### src/rtl/oam_dma.sv
// -----------------------------------------------------------------------------
// oam_dma -- sprite OAM DMA engine.
//
// A CPU write to DMA_REG latches the written byte as a source page. The engine
// then takes the bus: one HALT cycle, an optional ALIGN cycle, then 256
// READ/WRITE pairs. Each pair reads {page, idx} and writes that byte to
// OAM_DATA_REG. dma_done pulses for one cycle once the transfer is back in IDLE.
//
// Configuration macro: OAM_DMA_ALIGN_EN
//   defined   : a free-running parity bit decides whether HALT is followed by
//               an ALIGN cycle (parity 1) or goes straight to READ (parity 0).
//   undefined : HALT always goes to READ and the parity logic is not built.
//
// Ports
//   cpu_clk    in   1  CPU clock; all state changes on its rising edge
//   rst_n      in   1  asynchronous active-low reset
//   cpu_addr   in  16  CPU address bus
//   cpu_wdata  in   8  CPU write data
//   cpu_wen    in   1  CPU write enable
//   mem_rdata  in   8  bus read data for the address driven this cycle
//   dma_active out  1  DMA owns the bus (CPU stalled)
//   dma_addr   out 16  DMA bus address
//   dma_wen    out  1  DMA write enable
//   dma_wdata  out  8  DMA write data
//   dma_done   out  1  one-cycle pulse after the last OAM write
//
// All outputs are registers. They are computed from the next state, so they
// line up with the state register and clear immediately on reset.
// -----------------------------------------------------------------------------
module oam_dma #(
  parameter logic [15:0] DMA_REG      = 16'h4014,
  parameter logic [15:0] OAM_DATA_REG = 16'h2004
) (
  input  logic        cpu_clk,
  input  logic        rst_n,
  input  logic [15:0] cpu_addr,
  input  logic [7:0]  cpu_wdata,
  input  logic        cpu_wen,
  input  logic [7:0]  mem_rdata,
  output logic        dma_active,
  output logic [15:0] dma_addr,
  output logic        dma_wen,
  output logic [7:0]  dma_wdata,
  output logic        dma_done
);

  typedef enum logic [2:0] {
    IDLE  = 3'd0,
    HALT  = 3'd1,
    ALIGN = 3'd2,
    READ  = 3'd3,
    WRITE = 3'd4
  } state_t;

  state_t      state_q, state_d;
  logic [7:0]  page_q, page_d;
  logic [7:0]  idx_q, idx_d;
  logic [7:0]  data_q, data_d;

  logic        dma_active_q, dma_active_d;
  logic [15:0] dma_addr_q, dma_addr_d;
  logic        dma_wen_q, dma_wen_d;
  logic [7:0]  dma_wdata_q, dma_wdata_d;
  logic        dma_done_q, dma_done_d;

`ifdef OAM_DMA_ALIGN_EN
  logic        parity_q, parity_d;

  // Free-running parity toggle, used to decide whether an ALIGN cycle is needed.
  always_comb begin
    parity_d = ~parity_q;
  end

  // Parity register.
  always_ff @(posedge cpu_clk or negedge rst_n) begin
    if (!rst_n) begin
      parity_q <= 1'b0;
    end else begin
      parity_q <= parity_d;
    end
  end
`endif

  // Next-state logic for the transfer sequencer and its datapath registers.
  always_comb begin
    state_d = state_q;
    page_d  = page_q;
    idx_d   = idx_q;
    data_d  = data_q;
    case (state_q)
      IDLE: begin
        // The page is only latched here, so triggers during a transfer are ignored.
        if (cpu_wen && (cpu_addr == DMA_REG)) begin
          page_d  = cpu_wdata;
          idx_d   = 8'h00;
          state_d = HALT;
        end else begin
          state_d = IDLE;
        end
      end
      HALT: begin
`ifdef OAM_DMA_ALIGN_EN
        if (parity_q) begin
          state_d = ALIGN;
        end else begin
          state_d = READ;
        end
`else
        state_d = READ;
`endif
      end
      ALIGN: begin
        state_d = READ;
      end
      READ: begin
        data_d  = mem_rdata;
        state_d = WRITE;
      end
      WRITE: begin
        // idx wraps within the page; it never carries into page.
        idx_d = idx_q + 8'd1;
        if (idx_q == 8'hFF) begin
          state_d = IDLE;
        end else begin
          state_d = READ;
        end
      end
      default: begin
        state_d = IDLE;
      end
    endcase
  end

  // Output values for the coming cycle, derived from the next state.
  always_comb begin
    dma_active_d = (state_d != IDLE);
    dma_addr_d   = 16'h0000;
    dma_wen_d    = 1'b0;
    dma_wdata_d  = 8'h00;
    case (state_d)
      READ: begin
        dma_addr_d = {page_d, idx_d};
      end
      WRITE: begin
        dma_addr_d  = OAM_DATA_REG;
        dma_wen_d   = 1'b1;
        dma_wdata_d = data_d;
      end
      default: begin
        dma_addr_d = 16'h0000;
      end
    endcase
    dma_done_d = (state_q == WRITE) && (idx_q == 8'hFF);
  end

  // Sequencer state, datapath and registered outputs.
  always_ff @(posedge cpu_clk or negedge rst_n) begin
    if (!rst_n) begin
      state_q      <= IDLE;
      page_q       <= 8'h00;
      idx_q        <= 8'h00;
      data_q       <= 8'h00;
      dma_active_q <= 1'b0;
      dma_addr_q   <= 16'h0000;
      dma_wen_q    <= 1'b0;
      dma_wdata_q  <= 8'h00;
      dma_done_q   <= 1'b0;
    end else begin
      state_q      <= state_d;
      page_q       <= page_d;
      idx_q        <= idx_d;
      data_q       <= data_d;
      dma_active_q <= dma_active_d;
      dma_addr_q   <= dma_addr_d;
      dma_wen_q    <= dma_wen_d;
      dma_wdata_q  <= dma_wdata_d;
      dma_done_q   <= dma_done_d;
    end
  end

  assign dma_active = dma_active_q;
  assign dma_addr   = dma_addr_q;
  assign dma_wen    = dma_wen_q;
  assign dma_wdata  = dma_wdata_q;
  assign dma_done   = dma_done_q;

endmodule

### config.mk
export PLATFORM = sky130hd
export DESIGN_NAME = oam_dma
export DESIGN_NICKNAME = d
export VERILOG_FILES = /design/src/rtl/oam_dma.sv
export SDC_FILE = /design/constraint.sdc
export NUM_CORES = 1
export LEC_CHECK = 0
export CAP_MARGIN = 10
export CORE_ASPECT_RATIO = 1.75
export CORE_MARGIN = 10
export CORE_UTILIZATION = 47
export CTS_CLUSTER_SIZE = 14
export DETAILED_ROUTE_END_ITERATION = 7
export GPL_TIMING_DRIVEN = 0
export PLACE_DENSITY = 0.83
export SLEW_MARGIN = 40
export SYNTH_ARGS = -nofsm -noshare
export SYNTH_HDL_FRONTEND = slang
export SYNTH_SLANG_ARGS = --single-unit
### constraint.sdc
create_clock -name cpu_clk -period 2.5 [get_ports cpu_clk]
set_input_delay 0.375 -clock cpu_clk [delete_from_list [all_inputs] [get_ports cpu_clk]]
set_output_delay 0.375 -clock cpu_clk [all_outputs]
set_load 0.1 [all_outputs]
==> results by group <==
CTS
  • CTS buffer count: 5
  • CTS tree: yes
  • Clock sinks: 46
  • PostCTS Resize Cnt: 0
  • CTS Buffer Depth: 2
  • CTS H-Tree Depth: 2
  • Worst skew pair latency: 290 ps
  • CTS Hold Buffers Added: 0
  • Root Driver: clkbuf_8
  • Setup Fix Bufs, Post-CTS: 0
  • Clock slew at reported path FFs: 80 ps

Yosys
  • Main combinational cell family by area after synthesis: simple AND/OR/NAND/NOR gates
  • Xor/xnor share of the synthesized area: 2.893%
  • Yosys reg bits: 46
  • Leading area contributor after synthesis: dfrtp_1
  • Yosys cell types: 35
  • Proportion of synthesized area in mux cells: under 10%
  • Post-synth EDFFs: 0
  • Gate count of the mapped netlist: 160
  • Area contributors post-synth: dfrtp_1 (63%), nand2_1 (3.3%), and2_1 (3.1%)
  • Most common cell in the netlist: dfrtp_1
  • Sequential element share of the synthesized area: ~63%
  • Async S/R FF share, synth: 100.0%
  • Simple-gate share of the synthesized area: between 20% and 30%
  • Synth warn: 0
  • Synth cell count leaders: dfrtp_1 (46), nand2_1 (16), nand3_1 (11)
  • Post-Synth Adder-Cell Area: 0.6887%
  • Synth top area share: a little under two thirds
  • Post-Syn Area: 0.001817 mm^2
  • Mean Syn Cell Area: about 11 um^2
  • Syn nets: 196
  • Ys flop type: dfrtp_1
  • Synth Area in Compound Gates: between 7 and 8%

Die
  • Ports: 62
  • Starting Density: between 40% and 50%
  • Die width: between 60 and 70 um
  • Die H: 102.2 um
  • Core area: between 0.003 and 0.004 mm^2
  • Rows: 29
  • Die ar.: between 0.006 and 0.007 mm^2

Routing
  • WL/cell: roughly 15 um
  • DRT Pass-1 Iters: 4
  • Total routed wirelength: 4167 um
  • Drt initial violations: 40
  • Post-route ant nets: 0
  • Vias: 1,396
  • Vias/cell: around 5.1
  • DRC Markers: 0

Global route
  • Global-route wire length before repair: approximately 6800 um
  • Grt ovf: 0
  • Pin count of the biggest net entering global routing: 47
  • Initial antenna violation count: 0
  • GR Util All Layers: about an eighth
  • Vias in the first global route: ~1,400

Timing
  • Total negative slack: 0 ps
  • Worst slew pin tran: around 550 ps
  • Max-slew violations: 0
  • Final setup viols: 0
  • Final Cycle Share: approximately three quarters
  • Fin crit period: 1880 ps
  • Final Hold Fails: 0
  • Relative slew margins: 63.10%
  • Min Hold Slack: between 70 and 80 ps
  • RSZ-0062 raised after global routing: false
  • Clk_skew: roughly 2.9 ps
  • Max Freq: roughly 530 MHz

Placement
  • Placed Area: around 0.0023 mm^2
  • Port Buffers: 61
  • Gpl congestion: between 0.8 and 0.9
  • Detail Placement HPWL: between 3000 and 4000 um

Finish
  • Number of diodes: 0
  • Final instance area: around 0.0024 mm^2
  • Final net count: ~260
  • Area grow syn2layout: 34.23%
  • FILL cells: 292
  • Layout cells sized above 1: 20.96%

Setup path
  • Arrival @ worst endpoint: 2050 ps
  • CP required: ~2700 ps
  • Crit-path max FO: 10
  • Critical Path Source Type: primary input
  • Critical path endpoint category: register
  • Critical path type: in -> reg

Power
  • Max IR drop VDD: 0.8475 mV
  • PD cells: 1023 mW/mm^2
  • Leak: between 1 and 1.5 nW

Run status
  • Status: finished clean

Run
  • Max Cap Viol: 0

Hold path
  • Worst min-delay path class: in -> async
-- worst max-delay path, stage by stage --
cell             delay, ps
clkdlybuf4s50_1        400
nor4_1                 440
nand3_1                160
clkbuf_1               250
nor4_1                 340
a211oi_1                90
-- registers in the layout, indices dropped and copies added (netlist names) --
name and cells:
dma_addr 16, dma_wdata 8, idx_q 8, page_q 8, state_q 3, dma_active 1, dma_done 1, dma_wen 1
-- cell usage in the layout, fill, tap and decap left out, drive strengths merged, types with 3 or more instances in the layout --
cell	count
dfrtp	46
inv	4
nor4	3
nand3	11
clkdlybuf4s50	33
xor2	4
nand2	17
and2	9
nor2	11
clkbuf	10
and3	4
buf	33
nor3	6
a21oi	9
o21ai	8
-- kinds of logic after synthesis --
| logic type | Yosys count |
|---|---|
| simple gates | 71 |
| flops | 46 |
| compound gates | 22 |
| buf+inv | 12 |
| xor+xnor | 6 |
| mux | 2 |
| fa+ha+maj | 1 |
-- report_power, final --
| group | internal [mW] | total (mW) | leakage [nW] | switching (mW) |
|---|---|---|---|---|
| Sequential | 0.865 | 0.942 | 0.626 | 0.0764 |
| Clock | 0.223 | 0.451 | 0.0482 | 0.228 |
| Combinational | 0.261 | 1.10 | 0.586 | 0.841 |
| Total | 1.35 | 2.49 | 1.26 | 1.15 |
-- worst paths after layout --
check	from	end	slack, ps	depth (start not counted)
setup / recovery	cpu_addr[8]	dma_addr[13]$_DFF_PN0_	620	6
hold / removal	rst_n	dma_wdata[7]$_DFF_PN0_	70	1
setup reg to reg	idx_q[0]$_DFF_PN0_	dma_active$_DFF_PN0_	790	6
hold reg to reg	page_q[5]$_DFF_PN0_	page_q[5]$_DFF_PN0_	520	1
max in group asynchronous	rst_n	page_q[2]$_DFF_PN0_	2050	1
min in group cpu_clk	page_q[5]$_DFF_PN0_	page_q[5]$_DFF_PN0_	520	1
-- per-layer routing --
metal	GRT usage (%)	vias to the layer above	wire length [um]
met5	0	-	0
met4	4.444	0	51
met3	5.915	5	419
met2	20.09	57	2029
met1	15.34	656	1666
li1	-	678	-
-- final cells by class --
type                            count  area, um^2  share of cell area (%)
Buffer                              8       45.04                   1.847
Clock buffer                        7       86.33                   3.540
Inverter                            4       15.01                  0.6157
Tap cell                           46       57.56                   2.360
Timing Repair Buffer               61       473.0                   19.39
Clock inverter                      1       5.005                  0.2052
Sequential cell                    46        1151                   47.20
Multi-Input combinational cell    102       605.6                   24.83
-- through the flow --
| step | setup WS, ps | power, mW | util [%] | std cells |
|---|---|---|---|---|
| final | 620.5 | 2.495 | 66.54 | 275 |
| after global routing | 459.3 | 2.622 | 66.54 | 275 |
| after CTS | 605.0 | 2.522 | 66.54 | 275 |
| after detailed placement | 292.4 | 2.062 | 64.05 | 267 |
| after global placement | -96.85 | 2.122 | 67.80 | 267 |
| after floorplan | 988.6 | 1.805 | - | 160 |
No activity file was read; power rests on OpenSTA's default activity.
